$ cat src/rtl/neo_irq_timer.sv
// Interrupt source and priority encoder for the 68000 IPL1/IPL0 inputs.
// It holds three pending flags: cold boot, raster timer and vblank.
module neo_irq_timer #(
    parameter int unsigned TIMER_W  = 32,
    parameter bit          BOOT_IRQ = 1'b1
) (
    input  logic               CLK_24M,
    input  logic               nRESET,
    input  logic               PIX_EN,
    input  logic               VBL_START,
    input  logic               REG_WR,
    input  logic [1:0]         REG_SEL,
    input  logic [15:0]        REG_DATA,
    output logic               IPL1,
    output logic               IPL0,
    output logic [TIMER_W-1:0] TIMER_CNT
);

    // Upper reload word width; TIMER_W must be in the range 17..32.
    localparam int unsigned HI_W = TIMER_W - 16;

    typedef enum logic [1:0] {
        SEL_CTRL      = 2'd0,
        SEL_RELOAD_HI = 2'd1,
        SEL_RELOAD_LO = 2'd2,
        SEL_ACK       = 2'd3
    } reg_sel_e;

    reg_sel_e           sel;
    logic               wr_ctrl, wr_hi, wr_lo, wr_ack;
    logic [2:0]         ack;

    logic               irq_en, load_on_wr, load_on_vbl, auto_reload;
    logic [TIMER_W-1:0] reload, reload_next;
    logic [TIMER_W-1:0] cnt, cnt_next;
    logic               boot_pend, tmr_pend, vbl_pend;
    logic               boot_next, tmr_next, vbl_next;
    logic [1:0]         ipl, ipl_next;
    logic               expire;

    assign sel     = reg_sel_e'(REG_SEL);
    assign wr_ctrl = REG_WR && (sel == SEL_CTRL);
    assign wr_hi   = REG_WR && (sel == SEL_RELOAD_HI);
    assign wr_lo   = REG_WR && (sel == SEL_RELOAD_LO);
    assign wr_ack  = REG_WR && (sel == SEL_ACK);
    assign ack     = wr_ack ? REG_DATA[2:0] : '0;
    assign expire  = PIX_EN && (cnt == TIMER_W'(1));

    always_comb begin
        reload_next = reload;
        if (wr_hi) reload_next[TIMER_W-1:16] = REG_DATA[HI_W-1:0];
        if (wr_lo) reload_next[15:0]         = REG_DATA;
    end

    // Loads override expiry; expiry reload uses the register value before this edge.
    always_comb begin
        cnt_next = cnt;
        if (wr_lo && load_on_wr) begin
            cnt_next = {reload[TIMER_W-1:16], REG_DATA};
        end else if (VBL_START && load_on_vbl) begin
            cnt_next = reload;
        end else if (expire) begin
            cnt_next = auto_reload ? reload : '0;
        end else if (PIX_EN && (cnt != '0)) begin
            cnt_next = cnt - TIMER_W'(1);
        end
    end

    // Setting beats acknowledging so a coincident event is not lost.
    always_comb begin
        boot_next = boot_pend && !ack[0];
        tmr_next  = (expire && irq_en) || (tmr_pend && !ack[1]);
        vbl_next  = VBL_START || (vbl_pend && !ack[2]);
    end

    always_comb begin
        ipl_next = 2'b11;
        if (boot_pend)     ipl_next = 2'b00;
        else if (tmr_pend) ipl_next = 2'b01;
        else if (vbl_pend) ipl_next = 2'b10;
    end

    always_ff @(posedge CLK_24M or negedge nRESET) begin
        if (!nRESET) begin
            irq_en      <= 1'b0;
            load_on_wr  <= 1'b0;
            load_on_vbl <= 1'b0;
            auto_reload <= 1'b0;
            reload      <= '0;
            cnt         <= '0;
            boot_pend   <= BOOT_IRQ;
            tmr_pend    <= 1'b0;
            vbl_pend    <= 1'b0;
            ipl         <= 2'b11;
        end else begin
            if (wr_ctrl) begin
                irq_en      <= REG_DATA[4];
                load_on_wr  <= REG_DATA[5];
                load_on_vbl <= REG_DATA[6];
                auto_reload <= REG_DATA[7];
            end
            reload    <= reload_next;
            cnt       <= cnt_next;
            boot_pend <= boot_next;
            tmr_pend  <= tmr_next;
            vbl_pend  <= vbl_next;
            ipl       <= ipl_next;
        end
    end

    assign IPL1      = ipl[1];
    assign IPL0      = ipl[0];
    assign TIMER_CNT = cnt;

endmodule

$ cat config.mk
export PLATFORM = sky130hd
export DESIGN_NAME = neo_irq_timer
export DESIGN_NICKNAME = d
export VERILOG_FILES = /design/src/rtl/neo_irq_timer.sv
export SDC_FILE = /design/constraint.sdc
export NUM_CORES = 1
export LEC_CHECK = 0
export BUFFER_PORTS_ARGS = -buffer_cell sky130_fd_sc_hd__buf_2
export CAP_MARGIN = 15
export CORE_UTILIZATION = 23
export DETAILED_ROUTE_END_ITERATION = 7
export GPL_ROUTABILITY_DRIVEN = 1
export GPL_TIMING_DRIVEN = 0
export PLACE_DENSITY = 0.45
export SKIP_CTS_REPAIR_TIMING = 1
export SLEW_MARGIN = 10
export SYNTH_ARGS = -nofsm -noshare
export SYNTH_HDL_FRONTEND = slang
export SYNTH_SLANG_ARGS = --single-unit
$ cat constraint.sdc
create_clock -name CLK_24M -period 2.6 [get_ports CLK_24M]
set_input_delay 0 -clock CLK_24M [delete_from_list [all_inputs] [get_ports CLK_24M]]
set_output_delay 0 -clock CLK_24M [all_outputs]
set_load 0.02 [all_outputs]
==> results.cfg, run 1 <==
[grt]
grtUsageMet1_pct = 20.5
use_met3_pct = 3.37
met2_usage_pct = 24.7
grt_overflow_total = 0
grt_max_degree = 38
grt_busiest_layer = met2
antenna_found_initial = 0
grt_pass1_wl_um = 20700
grt_pass1_vias = 3550
grt_use_total_pct = 15.5

[clock_tree]
clock_latency_ns = 0.34
path_clk_slew_ns = 0.05
clock-root-buffer = clkbuf_16
cts_tree = built
cts.sinks = 73
htree_levels = 3
max-clock-path-buffers = 2
numCtsBuffers = 9

[route]
drt_wl_total_um = 13600
via_per_inst = 5.03
num_vias = 3644
wl_per_cell_um = 18.8
drtAntennaViolNets = 0
drtIter0Drc = 323
dr.pass1.iters = 4
drc_errors = 0

[synthesis]
synth_xor_area_share_pct = 0.668
async_flop_share_pct = 100
syn_nets = 429
synth-seq-cells = 73
netlist_instances = 404
synth_compound_area_share_pct = 17.9
syn-cell-area_um2 = 3940
synthMuxAreaShare_pct = 12.4
synth_top_flop_cell = dfrtp_1
avgSynthCellArea_um2 = 9.74
yosys.area_share.simple_pct = 18.3
yosysUniqueCellTypes = 53
seq_area_frac_synth_pct = 46.5
synth-edff-count = 0
yosysWarnings = 0
synth_top_family_by_area = simple AND/OR/NAND/NOR gates
synthAdderAreaFrac_pct = 0.636

[setup_path]
reg2reg_depth = 10
required_ns = 2.82
cp-end-kind = register
crit_fanout = 7
critPathLaunchType = register
arrival_ns = 3.01
r2r_end = TIMER_CNT[15]
reg2reg_slack_ns = -0.20
r2r_start = TIMER_CNT[0]
criticalPathCategory = reg2reg

[finish]
multi_input_area_um2 = 2160
area.growth.synth_to_final_pct = 35.0
antenna_cells = 0
nFillCells = 1727
design_area_um2 = 5310
fin_cells = 725
seqCellArea_um2 = 1830
drive_above_1_share_pct = 33.5
layout.nets = 525

[sta]
tns_ns = -3.89
max_slew_margin_pct = 43.4
post-route-period-util_pct = 108
setup_slack_ns = -0.196
setup_violations = 30
worst_pin_slew_ns = 0.850
hold_viol_final = 0
clock.fmax_mhz = 358
fin_skew_ns = 0.00990
drv_slew = 0
rsz0062_at_grt = yes
fin_crit_ns = 2.80

[hold_path]
worstHoldPathType = in2reg
min_to = auto_reload
worstHoldPathCells = 4
worstHoldStart = REG_SEL[0]

[placed_design]
gp_congestion = 0.861
pre_cts_ws_ns = -0.480
port_buffers = 55
post-place-cells = 680
hpwlAfterDp_um = 9800
placed_area_um2 = 4530

[status]
failed_checks = negative setup slack
status = complete, but fails checks

[pwr]
swShare_pct = 39.4
intPower_mw = 2.92
power.density_nw_per_um2 = 909
power_frac_comb_pct = 35.9
clkPwrFrac_pct = 26.0
seq_power_share_pct = 38.1
peakVddDrop_mv = 0.352
p_sw_mw = 1.90
leakagePower_nw = 2.23

[floorplan]
initial_core_util_pct = 23.6
core_area_um2 = 16600
fp.dieH_um = 133
die_w_um = 133
rows = 47
io-pin-count = 57
dieArea_um2 = 17600

[run]
maxCapViolations = 0
cell usage in the layout (no fill, tap or decap), drive strengths merged, types with 4 or more instances in the layout:
cell / synthesis / layout
a21oi: 29 / 29
o21a: 5 / 5
nand3: 9 / 9
inv: 8 / 8
nor4: 15 / 15
buf: 7 / 75
or4: 4 / 4
o22a: 5 / 5
a211oi: 10 / 10
and3: 4 / 4
nand2: 38 / 38
mux2i: 7 / 7
clkbuf: 15 / 26
a22oi: 4 / 4
dfrtp: 70 / 70
a31oi: 10 / 10
dlygate4sd3: 0 / 19
nor3: 15 / 15
nor2: 39 / 39
nand4: 6 / 6
mux2: 37 / 37
o21ai: 18 / 18
final cells by class:
| class | instances | area share [%] |
|---|---|---|
| Multi-Input combinational cell | 301 | 40.7 |
| Clock inverter | 3 | 0.754 |
| Sequential cell | 73 | 34.5 |
| Inverter | 8 | 0.612 |
| Timing Repair Buffer | 87 | 11.2 |
| Tap cell | 220 | 5.18 |
| Clock buffer | 13 | 4.90 |
| Buffer | 20 | 2.07 |
worst max-delay path, cell delays in order, from the launching register on:
cell and delay [ns]:
dfrtp_2 0.43, inv_2 0.09, ha_4 0.13, or3b_4 0.40, or3_4 0.39, o41a_1 0.45, or2_1 0.27, buf_6 0.14
buf_8 0.13, o21a_1 0.10, o22a_1 0.15
flip-flops by register name (all words and copies together) (netlist names):
register / cells
TIMER_CNT: 32
auto_reload: 1
boot_pend: 1
ipl: 2
irq_en: 1
load_on_vbl: 1
load_on_wr: 1
reload: 32
tmr_pend: 1
vbl_pend: 1
logic make-up after synthesis:
logic type,Yosys count
fa+ha+maj,2
simple gates,145
mux,44
xor+xnor,3
compound gates,107
flops,73
buf+inv,30
how the worst max path moves through the flow:
stage,startpoint,endpoint,slack (ns),depth (start not counted)
finish,TIMER_CNT[0],TIMER_CNT[15],-0.20,10
detailed placement,TIMER_CNT[28],TIMER_CNT[4],-0.48,6
CTS,TIMER_CNT[28],TIMER_CNT[4],-0.48,6
global route,TIMER_CNT[0],TIMER_CNT[15],-0.30,10
global placement,TIMER_CNT[29],TIMER_CNT[4],-0.47,6
floorplan,TIMER_CNT[0],TIMER_CNT[7],-0.12,11
power by group through the flow:
| stage | registers [mW] | clock network, mW | logic (mW) |
|---|---|---|---|
| detailed placement | 1.78 | 0 | 1.55 |
| floorplan | 1.87 | 0 | 0.847 |
| global placement | 1.78 | 0 | 1.53 |
| finish | 1.84 | 1.26 | 1.73 |
| global route | 1.88 | 1.34 | 1.89 |
| CTS | 1.76 | 1.28 | 1.56 |
synthesized netlist by cell type (3+ instances only):
| library cell | n | area share, % |
|---|---|---|
| a41oi_1 | 3 | 0.67 |
| nor3_1 | 15 | 1.9 |
| dfrtp_1 | 70 | 45 |
| buf_2 | 3 | 0.38 |
| a31o_2 | 3 | 0.67 |
| nand4_1 | 6 | 0.95 |
| a31oi_1 | 10 | 1.6 |
| nand3b_1 | 3 | 0.57 |
| inv_1 | 8 | 0.76 |
| or3_1 | 3 | 0.48 |
| nor4_1 | 14 | 2.2 |
| and3_1 | 4 | 0.64 |
| mux2_2 | 37 | 11 |
| clkbuf_1 | 15 | 1.4 |
| a211oi_1 | 10 | 1.9 |
| mux2i_1 | 7 | 1.8 |
| nand2_1 | 37 | 3.5 |
| a22oi_1 | 4 | 0.76 |
| nand3_1 | 9 | 1.1 |
| o41ai_1 | 3 | 0.67 |
| or4_1 | 4 | 0.76 |
| o21a_1 | 5 | 0.95 |
| nor2_1 | 39 | 3.7 |
| a221oi_1 | 3 | 0.67 |
| a21oi_1 | 29 | 3.7 |
| o21ai_0 | 18 | 2.3 |
| dfstp_2 | 3 | 2.0 |
| o22a_1 | 5 | 1.1 |
layer usage:
layer  part of all wire, %  wire (um)
met4                   1.8        242
met2                    47       6420
met3                   6.0        812
met5                     0          0
met1                    45       6120
metrics by stage:
step / util (%) / power (mW) / hold slack (ns)
finish: 31.9 / 4.83 / 0.0856
global route: 31.9 / 5.11 / 0.128
CTS: 29.0 / 4.60 / -0.347
detailed placement: 27.2 / 3.33 / 0.0107
global placement: 27.1 / 3.30 / 0.231
floorplan: - / 2.72 / -0.296
Note: power is estimated with default switching activity, not from simulation.
==> run 2: changes to the inputs <==
- CELL_PAD_IN_SITES_DETAIL_PLACEMENT: default -> 1
- CELL_PAD_IN_SITES_GLOBAL_PLACEMENT: default -> 2
- PLACE_DENSITY: 0.45 -> 0.62
==> run 2 against run 1 <==
The run ends with negative hold slack, negative setup slack left. Cell count up 2.2%. Sequential cell count unchanged. Non-clock buffer count up 16. Via count up 3.6%.
==> results.cfg, run 2 (same netlist as run 1, synthesis figures left out) <==
[sta]
setup_slack_ns = -0.186
worst_pin_slew_ns = 0.778
rsz0062_at_grt = yes
setup_violations = 30
holdWs_ns = -0.00868
fin_skew_ns = 0.00748
fin_crit_ns = 2.79
clock.fmax_mhz = 359
hold_viol_final = 3
drv_slew = 0
post-route-period-util_pct = 107
max_slew_margin_pct = 48.1

[pwr]
leakagePower_nw = 2.36
p_total_mw = 5.23
peakVddDrop_mv = 0.410
power.density_nw_per_um2 = 931

[setup_path]
reg2reg_slack_ns = -0.19
arrival_ns = 3.01
criticalPathCategory = reg2reg
required_ns = 2.83
cp-end-kind = register
critPathLaunchType = register
crit_fanout = 7

[clock_tree]
path_clk_slew_ns = 0.06
htree_levels = 3
cts_tree = built
cts.sinks = 73
max-clock-path-buffers = 2
clock-root-buffer = clkbuf_16
clock_latency_ns = 0.34
numCtsBuffers = 9

[route]
drc_errors = 0
wl_per_cell_um = 20.6
via_per_inst = 5.10
drtAntennaViolNets = 0
drt_wl_total_um = 15300
dr.pass1.iters = 4
drtIter0Drc = 162
num_vias = 3776

[grt]
grt_overflow_total = 0
antenna_found_initial = 0
grt_max_degree = 44
grt_pass1_wl_um = 23300
grt_pass1_vias = 3852
grt_use_total_pct = 17.7

[floorplan]
core_area_um2 = 16600
rows = 47
initial_core_util_pct = 23.6
dieArea_um2 = 17600
die_w_um = 133
fp.dieH_um = 133
io-pin-count = 57

[finish]
layout.nets = 541
drive_above_1_share_pct = 39.0
area.growth.synth_to_final_pct = 42.8
final_cell_mix = dfrtp_1, buf_2, nand2_1, mux2_2, nor2_1
nFillCells = 1901
final_common_cell = dfrtp_1
antenna_cells = 0

[status]
status = complete, but fails checks
failed_checks = negative hold slack, negative setup slack

[placed_design]
port_buffers = 55
hpwlAfterDp_um = 10700
gp_congestion = 0.783
pre_cts_ws_ns = -0.851

[hold_path]
worstHoldPathType = in2reg

[run]
maxCapViolations = 0
==> run 2: cell types whose count changed in the layout (fill, tap and decap cells not counted), moves of 4 or more <==
cell     before  now
buf_4        15   28
buf_6         1    5
dfrtp_1      67   63
dfrtp_2       3    7
==> run 2: area by class of cell <==
cell class / instances / area (um2) / area share, %
Buffer: 20 / 156 / 2.78
Clock buffer: 12 / 256 / 4.57
Clock inverter: 4 / 75.1 / 1.34
Inverter: 8 / 35.0 / 0.624
Multi-Input combinational cell: 301 / 2260 / 40.2
Sequential cell: 73 / 1840 / 32.7
Tap cell: 220 / 275 / 4.90
Timing Repair Buffer: 103 / 724 / 12.9
==> run 2: metal layers <==
| metal | global-route usage (%) | part of all wire (%) |
|---|---|---|
| met1 | 24.3 | 47 |
| met2 | 28.2 | 49 |
| met3 | 2.72 | 2.4 |
| met4 | 6.07 | 1.9 |
| met5 | 0 | 0 |
==> run 2: path summary, 6_finish.rpt <==
| kind | start | endpoint | cells past startpoint |
|---|---|---|---|
| max in group asynchronous | nRESET | ipl[0] | 3 |
| max | TIMER_CNT[1] | TIMER_CNT[11] | 10 |
| max reg2reg | TIMER_CNT[1] | TIMER_CNT[11] | 10 |
| min reg2reg | tmr_pend | ipl[1] | 1 |
| min | REG_DATA[4] | irq_en | 2 |
| min in group asynchronous | nRESET | reload[26] | 2 |
==> run 2: power by group <==
| group | switching (mW) | internal [mW] | total (mW) |
|---|---|---|---|
| clock | 0.505 | 0.894 | 1.40 |
| sequential | 0.446 | 1.42 | 1.86 |
| combinational | 1.11 | 0.864 | 1.97 |
==> run 2: critical path: stages (launching register included) <==
cell,delay (ns)
dfrtp_2,0.43
inv_4,0.08
ha_4,0.13
or3b_4,0.38
or3_4,0.38
o41a_1,0.45
or2_1,0.26
buf_6,0.15
buf_12,0.14
o21a_1,0.10
o22a_1,0.16
==> run 2: per-stage QoR <==
stage          cells  utilization, %  cell area [um2]  setup TNS [ns]
2_1_floorplan    404               -             3960          -0.739
3_3_place_gp     679            27.1             4510          -19.22
3_5_place_dp     681            27.3             4550          -20.13
4_1_cts          697            29.3             4880          -20.51
5_1_grt          741            33.8             5620           -5.28
6_report         741            33.8             5620           -2.86
